`config.mk`:
```
export PLATFORM = sky130hd
export DESIGN_NAME = gsm_ram_fifo_ctrl
export DESIGN_NICKNAME = d
export VERILOG_FILES = /design/src/rtl/gsm_ram_fifo_ctrl.sv
export SDC_FILE = /design/constraint.sdc
export NUM_CORES = 1
export LEC_CHECK = 0
export CORE_MARGIN = 5
export CORE_UTILIZATION = 48
export CTS_CLUSTER_SIZE = 25
export DETAILED_ROUTE_END_ITERATION = 12
export GPL_TIMING_DRIVEN = 0
export PLACE_DENSITY_LB_ADDON = 0.15
export SLEW_MARGIN = 20
export SYNTH_ARGS = -nofsm -noshare
export SYNTH_HDL_FRONTEND = slang
export SYNTH_SLANG_ARGS = --single-unit
```
`constraint.sdc`:
```
create_clock -name clk -period 5.4 [get_ports clk]
set_input_delay 1.62 -clock clk [delete_from_list [all_inputs] [get_ports clk]]
set_output_delay 1.62 -clock clk [all_outputs]
set_load 0.005 [all_outputs]
```
`src/rtl/gsm_ram_fifo_ctrl.sv`:
```
// FIFO controller over a dual-port registered-read RAM; optional almost_full via GSM_RAM_FIFO_ALMOST_FULL_EN.
// Latency: 2 cycles from accept to out_valid. Backpressure: in_ready drops when the RAM holds DEPTH words; reads stall while the 2-entry output buffer is committed.
module gsm_ram_fifo_ctrl #(
    parameter int DWIDTH = 18,
    parameter int AWIDTH = 10
`ifdef GSM_RAM_FIFO_ALMOST_FULL_EN
    ,
    parameter int AF_LEVEL = 2**AWIDTH - 4
`endif
) (
    input  logic              clk,
    input  logic              rst_n,
    input  logic              in_valid,
    output logic              in_ready,
    input  logic [DWIDTH-1:0] in_data,
    output logic              out_valid,
    input  logic              out_ready,
    output logic [DWIDTH-1:0] out_data,
    output logic [AWIDTH+1:0] count,
`ifdef GSM_RAM_FIFO_ALMOST_FULL_EN
    output logic              almost_full,
`endif
    output logic              ram_write_a,
    output logic [AWIDTH-1:0] ram_addr_a,
    output logic [DWIDTH-1:0] ram_din_a,
    output logic              ram_en_b,
    output logic              ram_write_b,
    output logic [AWIDTH-1:0] ram_addr_b,
    input  logic [DWIDTH-1:0] ram_dout_b
);

    logic [AWIDTH-1:0] wr_ptr_q, wr_ptr_d;
    logic [AWIDTH-1:0] rd_ptr_q, rd_ptr_d;
    logic [AWIDTH:0]   ram_cnt_q, ram_cnt_d;
    logic              rd_inflight_q, rd_inflight_d;
    logic [1:0]        obuf_cnt_q, obuf_cnt_d;
    logic              obuf_head_q, obuf_head_d;
    logic [DWIDTH-1:0] obuf0_q, obuf0_d;
    logic [DWIDTH-1:0] obuf1_q, obuf1_d;
    logic              accept, pop, tail;
    logic [2:0]        committed;
    logic [AWIDTH+1:0] count_d;

    always_comb begin
        // ram_cnt can only reach DEPTH, so its MSB alone marks full
        in_ready    = ~ram_cnt_q[AWIDTH];
        accept      = in_valid & in_ready;
        out_valid   = (obuf_cnt_q != 2'd0);
        pop         = out_valid & out_ready;
        out_data    = obuf_head_q ? obuf1_q : obuf0_q;
        committed   = {1'b0, obuf_cnt_q} + {2'b00, rd_inflight_q} - {2'b00, pop};
        ram_en_b    = (ram_cnt_q != '0) & (committed < 3'd2);
        ram_write_a = accept;
        ram_addr_a  = wr_ptr_q;
        ram_din_a   = in_data;
        ram_write_b = 1'b0;
        ram_addr_b  = rd_ptr_q;

        wr_ptr_d      = wr_ptr_q + {{(AWIDTH-1){1'b0}}, accept};
        rd_ptr_d      = rd_ptr_q + {{(AWIDTH-1){1'b0}}, ram_en_b};
        ram_cnt_d     = ram_cnt_q + {{AWIDTH{1'b0}}, accept} - {{AWIDTH{1'b0}}, ram_en_b};
        rd_inflight_d = ram_en_b;
        obuf_cnt_d    = obuf_cnt_q + {1'b0, rd_inflight_q} - {1'b0, pop};
        obuf_head_d   = obuf_head_q ^ pop;

        // With two entries held and a pop, the tail slot equals the slot being vacated
        tail    = obuf_head_q ^ obuf_cnt_q[0];
        obuf0_d = obuf0_q;
        obuf1_d = obuf1_q;
        if (rd_inflight_q) begin
            if (tail) obuf1_d = ram_dout_b;
            else      obuf0_d = ram_dout_b;
        end

        count   = {1'b0, ram_cnt_q} + {{(AWIDTH+1){1'b0}}, rd_inflight_q}
                + {{AWIDTH{1'b0}}, obuf_cnt_q};
        count_d = {1'b0, ram_cnt_d} + {{(AWIDTH+1){1'b0}}, rd_inflight_d}
                + {{AWIDTH{1'b0}}, obuf_cnt_d};
    end

    always_ff @(posedge clk or negedge rst_n) begin
        if (!rst_n) begin
            wr_ptr_q      <= '0;
            rd_ptr_q      <= '0;
            ram_cnt_q     <= '0;
            rd_inflight_q <= 1'b0;
            obuf_cnt_q    <= 2'd0;
            obuf_head_q   <= 1'b0;
            obuf0_q       <= '0;
            obuf1_q       <= '0;
        end else begin
            wr_ptr_q      <= wr_ptr_d;
            rd_ptr_q      <= rd_ptr_d;
            ram_cnt_q     <= ram_cnt_d;
            rd_inflight_q <= rd_inflight_d;
            obuf_cnt_q    <= obuf_cnt_d;
            obuf_head_q   <= obuf_head_d;
            obuf0_q       <= obuf0_d;
            obuf1_q       <= obuf1_d;
        end
    end

`ifdef GSM_RAM_FIFO_ALMOST_FULL_EN
    localparam logic [AWIDTH+1:0] AF_C = AF_LEVEL[AWIDTH+1:0];
    logic almost_full_q, almost_full_d;

    always_comb begin
        almost_full_d = (count_d >= AF_C);
        almost_full   = almost_full_q;
    end

    always_ff @(posedge clk or negedge rst_n) begin
        if (!rst_n) almost_full_q <= 1'b0;
        else        almost_full_q <= almost_full_d;
    end
`else
    logic unused_count_d;
    assign unused_count_d = ^count_d;
`endif

endmodule

```
==> results of run 1 <==
stage by stage:
step | cells | hold WS, ps
after global routing | 530 | 496
after floorplan | 317 | 468
final | 530 | 477
after CTS | 530 | 488
after global placement | 512 | 462
after detailed placement | 513 | 473
cell type report:
class / count / share of cell area
multi-input combinational: 193 / 0.353
sequential: 71 / 0.342
timing repair buffer: 95 / 0.183
buffer: 24 / 0.0369
clock buffer: 10 / 0.0265
tap: 102 / 0.0246
inverter: 29 / 0.0210
clock inverter: 6 / 0.0130
power by group through the flow:
stage / clock network [mW] / logic [mW] / registers [mW]
after detailed placement: 0 / 1.98 / 1.00
after global placement: 0 / 1.94 / 0.984
final: 0.442 / 2.01 / 0.991
after CTS: 0.454 / 2.02 / 0.994
after floorplan: 0 / 1.22 / 0.952
after global routing: 0.478 / 2.23 / 1.03
Yosys cell counts (all sizes together), types with 3 or more instances:
library cell,count,share of area
dfrtp,71,0.46
fa,4,0.021
nand3,16,0.021
xnor2,30,0.068
nor2b,3,0.0055
nor2,7,0.0068
ha,30,0.097
and3,7,0.011
a21o,3,0.0058
a21oi,6,0.0077
inv,29,0.028
buf,24,0.049
nand2,7,0.0074
xor2,7,0.016
mux2,54,0.17
path summary, 6_finish.rpt:
check | start | end | depth (start not counted)
setup / recovery | out_ready | ram_en_b | 10
hold / removal | ram_addr_a[9] | ram_addr_a[9] | 1
setup reg to reg | obuf_cnt_q[1] | ram_cnt_q[10] | 20
hold reg to reg | ram_addr_a[9] | ram_addr_a[9] | 1
max in group asynchronous | rst_n | obuf0_q[0] | 2
min in group asynchronous | rst_n | ram_addr_a[7] | 1
cell usage in the layout, fill, tap and decap left out, types with 2 or more instances in the layout:
| master | n |
|---|---|
| mux2_2 | 44 |
| buf_2 | 3 |
| xnor2_1 | 30 |
| a221oi_1 | 2 |
| inv_1 | 29 |
| xor2_1 | 7 |
| buf_4 | 22 |
| nand2_1 | 6 |
| a21o_1 | 3 |
| mux2_4 | 10 |
| a21oi_1 | 5 |
| clkbuf_8 | 10 |
| fa_1 | 3 |
| nand4_1 | 2 |
| clkdlybuf4s50_1 | 91 |
| nand3b_1 | 2 |
| clkinvlp_4 | 2 |
| nor2b_1 | 2 |
| dfrtp_1 | 71 |
| ha_1 | 30 |
| and3_1 | 7 |
| nor2_1 | 7 |
| buf_12 | 2 |
| nand3_1 | 16 |
metal layers:
| metal | part of all wire | global-route usage |
|---|---|---|
| met5 | 0 | 0 |
| met4 | 0.015 | 0.0591 |
| met3 | 0.057 | 0.0438 |
| met2 | 0.49 | 0.293 |
| met1 | 0.43 | 0.230 |
critical path, cell delays in order:
cell and delay, ps:
clkdlybuf4s50_1 460, and2_4 140, ha_1 210, inv_1 50, ha_1 130, inv_1 50
fa_2 530, nand2_1 80, a41oi_2 190, buf_2 160
cells by family after synthesis:
kind of cell / Yosys count / share of synthesized area
XOR/XNOR: 37 / 0.0834
multiplexers: 54 / 0.166
AND/OR/NAND/NOR: 50 / 0.0686
flip-flops: 71 / 0.457
AO/OA/AOI/OAI: 17 / 0.0293
adder cells (fa/ha/maj): 34 / 0.117
other: 1 / 0.000965
buffers and inverters: 53 / 0.0773
registers in the layout, summed over array words and instances (netlist names):
| name | flops |
|---|---|
| obuf0_q | 18 |
| obuf1_q | 18 |
| obuf_cnt_q | 2 |
| obuf_head_q | 1 |
| ram_addr_a | 10 |
| ram_addr_b | 10 |
| ram_cnt_q | 11 |
| rd_inflight_q | 1 |
timing repair:
item / 4_1_cts / 5_1_grt
pin swaps: 0 / 4
endpoints found under the setup margin: 1 / 4
setup buffers: 1 / 0
gates resized for setup: 5 / 4
==> reports/metrics.cfg, run 1 <==
[run_status]
status=complete, no violations

[route]
drtAntennaViolNets=0
viasPerCell=4.89
vias=2592
dr.first_iter.drc_count=48
drc=0
totalWireLength_microns=8240
routedWlPerCell_microns=15.5
first_pass_iters=5

[layout]
drive_gt1_frac=0.248
fin_area_sq_mm=0.00519
nets=497
num-fill-cells=627
seq_area_sq_mm=0.00178
area_growth_pct=33.6
num_antenna_cells=0
multiInputGateArea_sq_mm=0.00183
fin_util=0.665

[synth]
synth_warnings=0
synth.net_count=391
syn_inst=317
syn_avg_cell_area_sq_um=12.3
ys.flop_type=dfrtp_1
synth_cell_types=36
ys_seq_area_frac=0.457
synthArstFlopShare=1.00
synth-seq-cells=71
synth_area_sq_mm=0.00389
synth_edf_count=0

[timing]
period_share=0.973
worst_slack_ps=147
maxSlewViolCount=0
hold_viol=0
fmax_mhz=190
skew_ps=11.8
period_needed_ps=5250
setup_viol=0
setup_tns_ps=0
rsz0062_at_grt=no

[setup_path]
crit_path_end_kind=primary output
setup.worst_path.start_class=input port
critPathArrivalTime_ps=3630
crit_path_max_fanout=2
crit_required_ps=3780
ff2ff_setup_slack_ps=1130
critPathKind=in2out

[floorplan]
rows=32
die_h_microns=100
die_width_microns=100
boundaryPins=113
dieArea_sq_mm=0.0100
core-area_sq_mm=0.00781
start_util=0.498

[clocking]
clock-sinks=71
tritoncts=yes
holdBufCountCts=0
numCtsBuffers=9
clockBufferDepth=2
clk_latency_ps=350
htreeDepth=3
clockRootBuffer=clkbuf_8
clk_pin_slew_worst_paths_ps=80

[power_and_ir_drop]
power.static_leakage_nw=2.37
switchingPower_mw=1.23
sw_frac_of_total=0.359
power_frac_comb=0.583
power.internal_mw=2.20
power.share.clock=0.128
powerDensity_mw_per_mm2=662
total_power_mw=3.44
irDropWorstVdd_v=0.000388
pwr-share-seq=0.288

[place]
dpl_cell_area_sq_mm=0.00496
dp_hpwl_microns=6140
place_ws_ps=-529
port_buffers=93
routabilityCongestion=0.824

[run]
timing.max_cap.violations=0

[grt]
grtUsageTotal=0.178
antenna_found_initial=0
grt_max_degree=43
grt_pass1_vias=2814
overflow=0
grt_pass1_wl_microns=14000

[hold_path]
hp-class=reg2reg

No activity file was read; power rests on OpenSTA's default activity.
==> run 2, diff against run 1 <==
--- a/config.mk
+++ b/config.mk
@@ -9,6 +9,7 @@
 export CORE_UTILIZATION = 48
 export CTS_CLUSTER_SIZE = 25
 export DETAILED_ROUTE_END_ITERATION = 12
+export GPL_ROUTABILITY_DRIVEN = 0
 export GPL_TIMING_DRIVEN = 0
 export PLACE_DENSITY_LB_ADDON = 0.15
 export SLEW_MARGIN = 20
==> results of run 2 <==
Same layout as run 1: the final DEF is identical, and so are final timing and power.
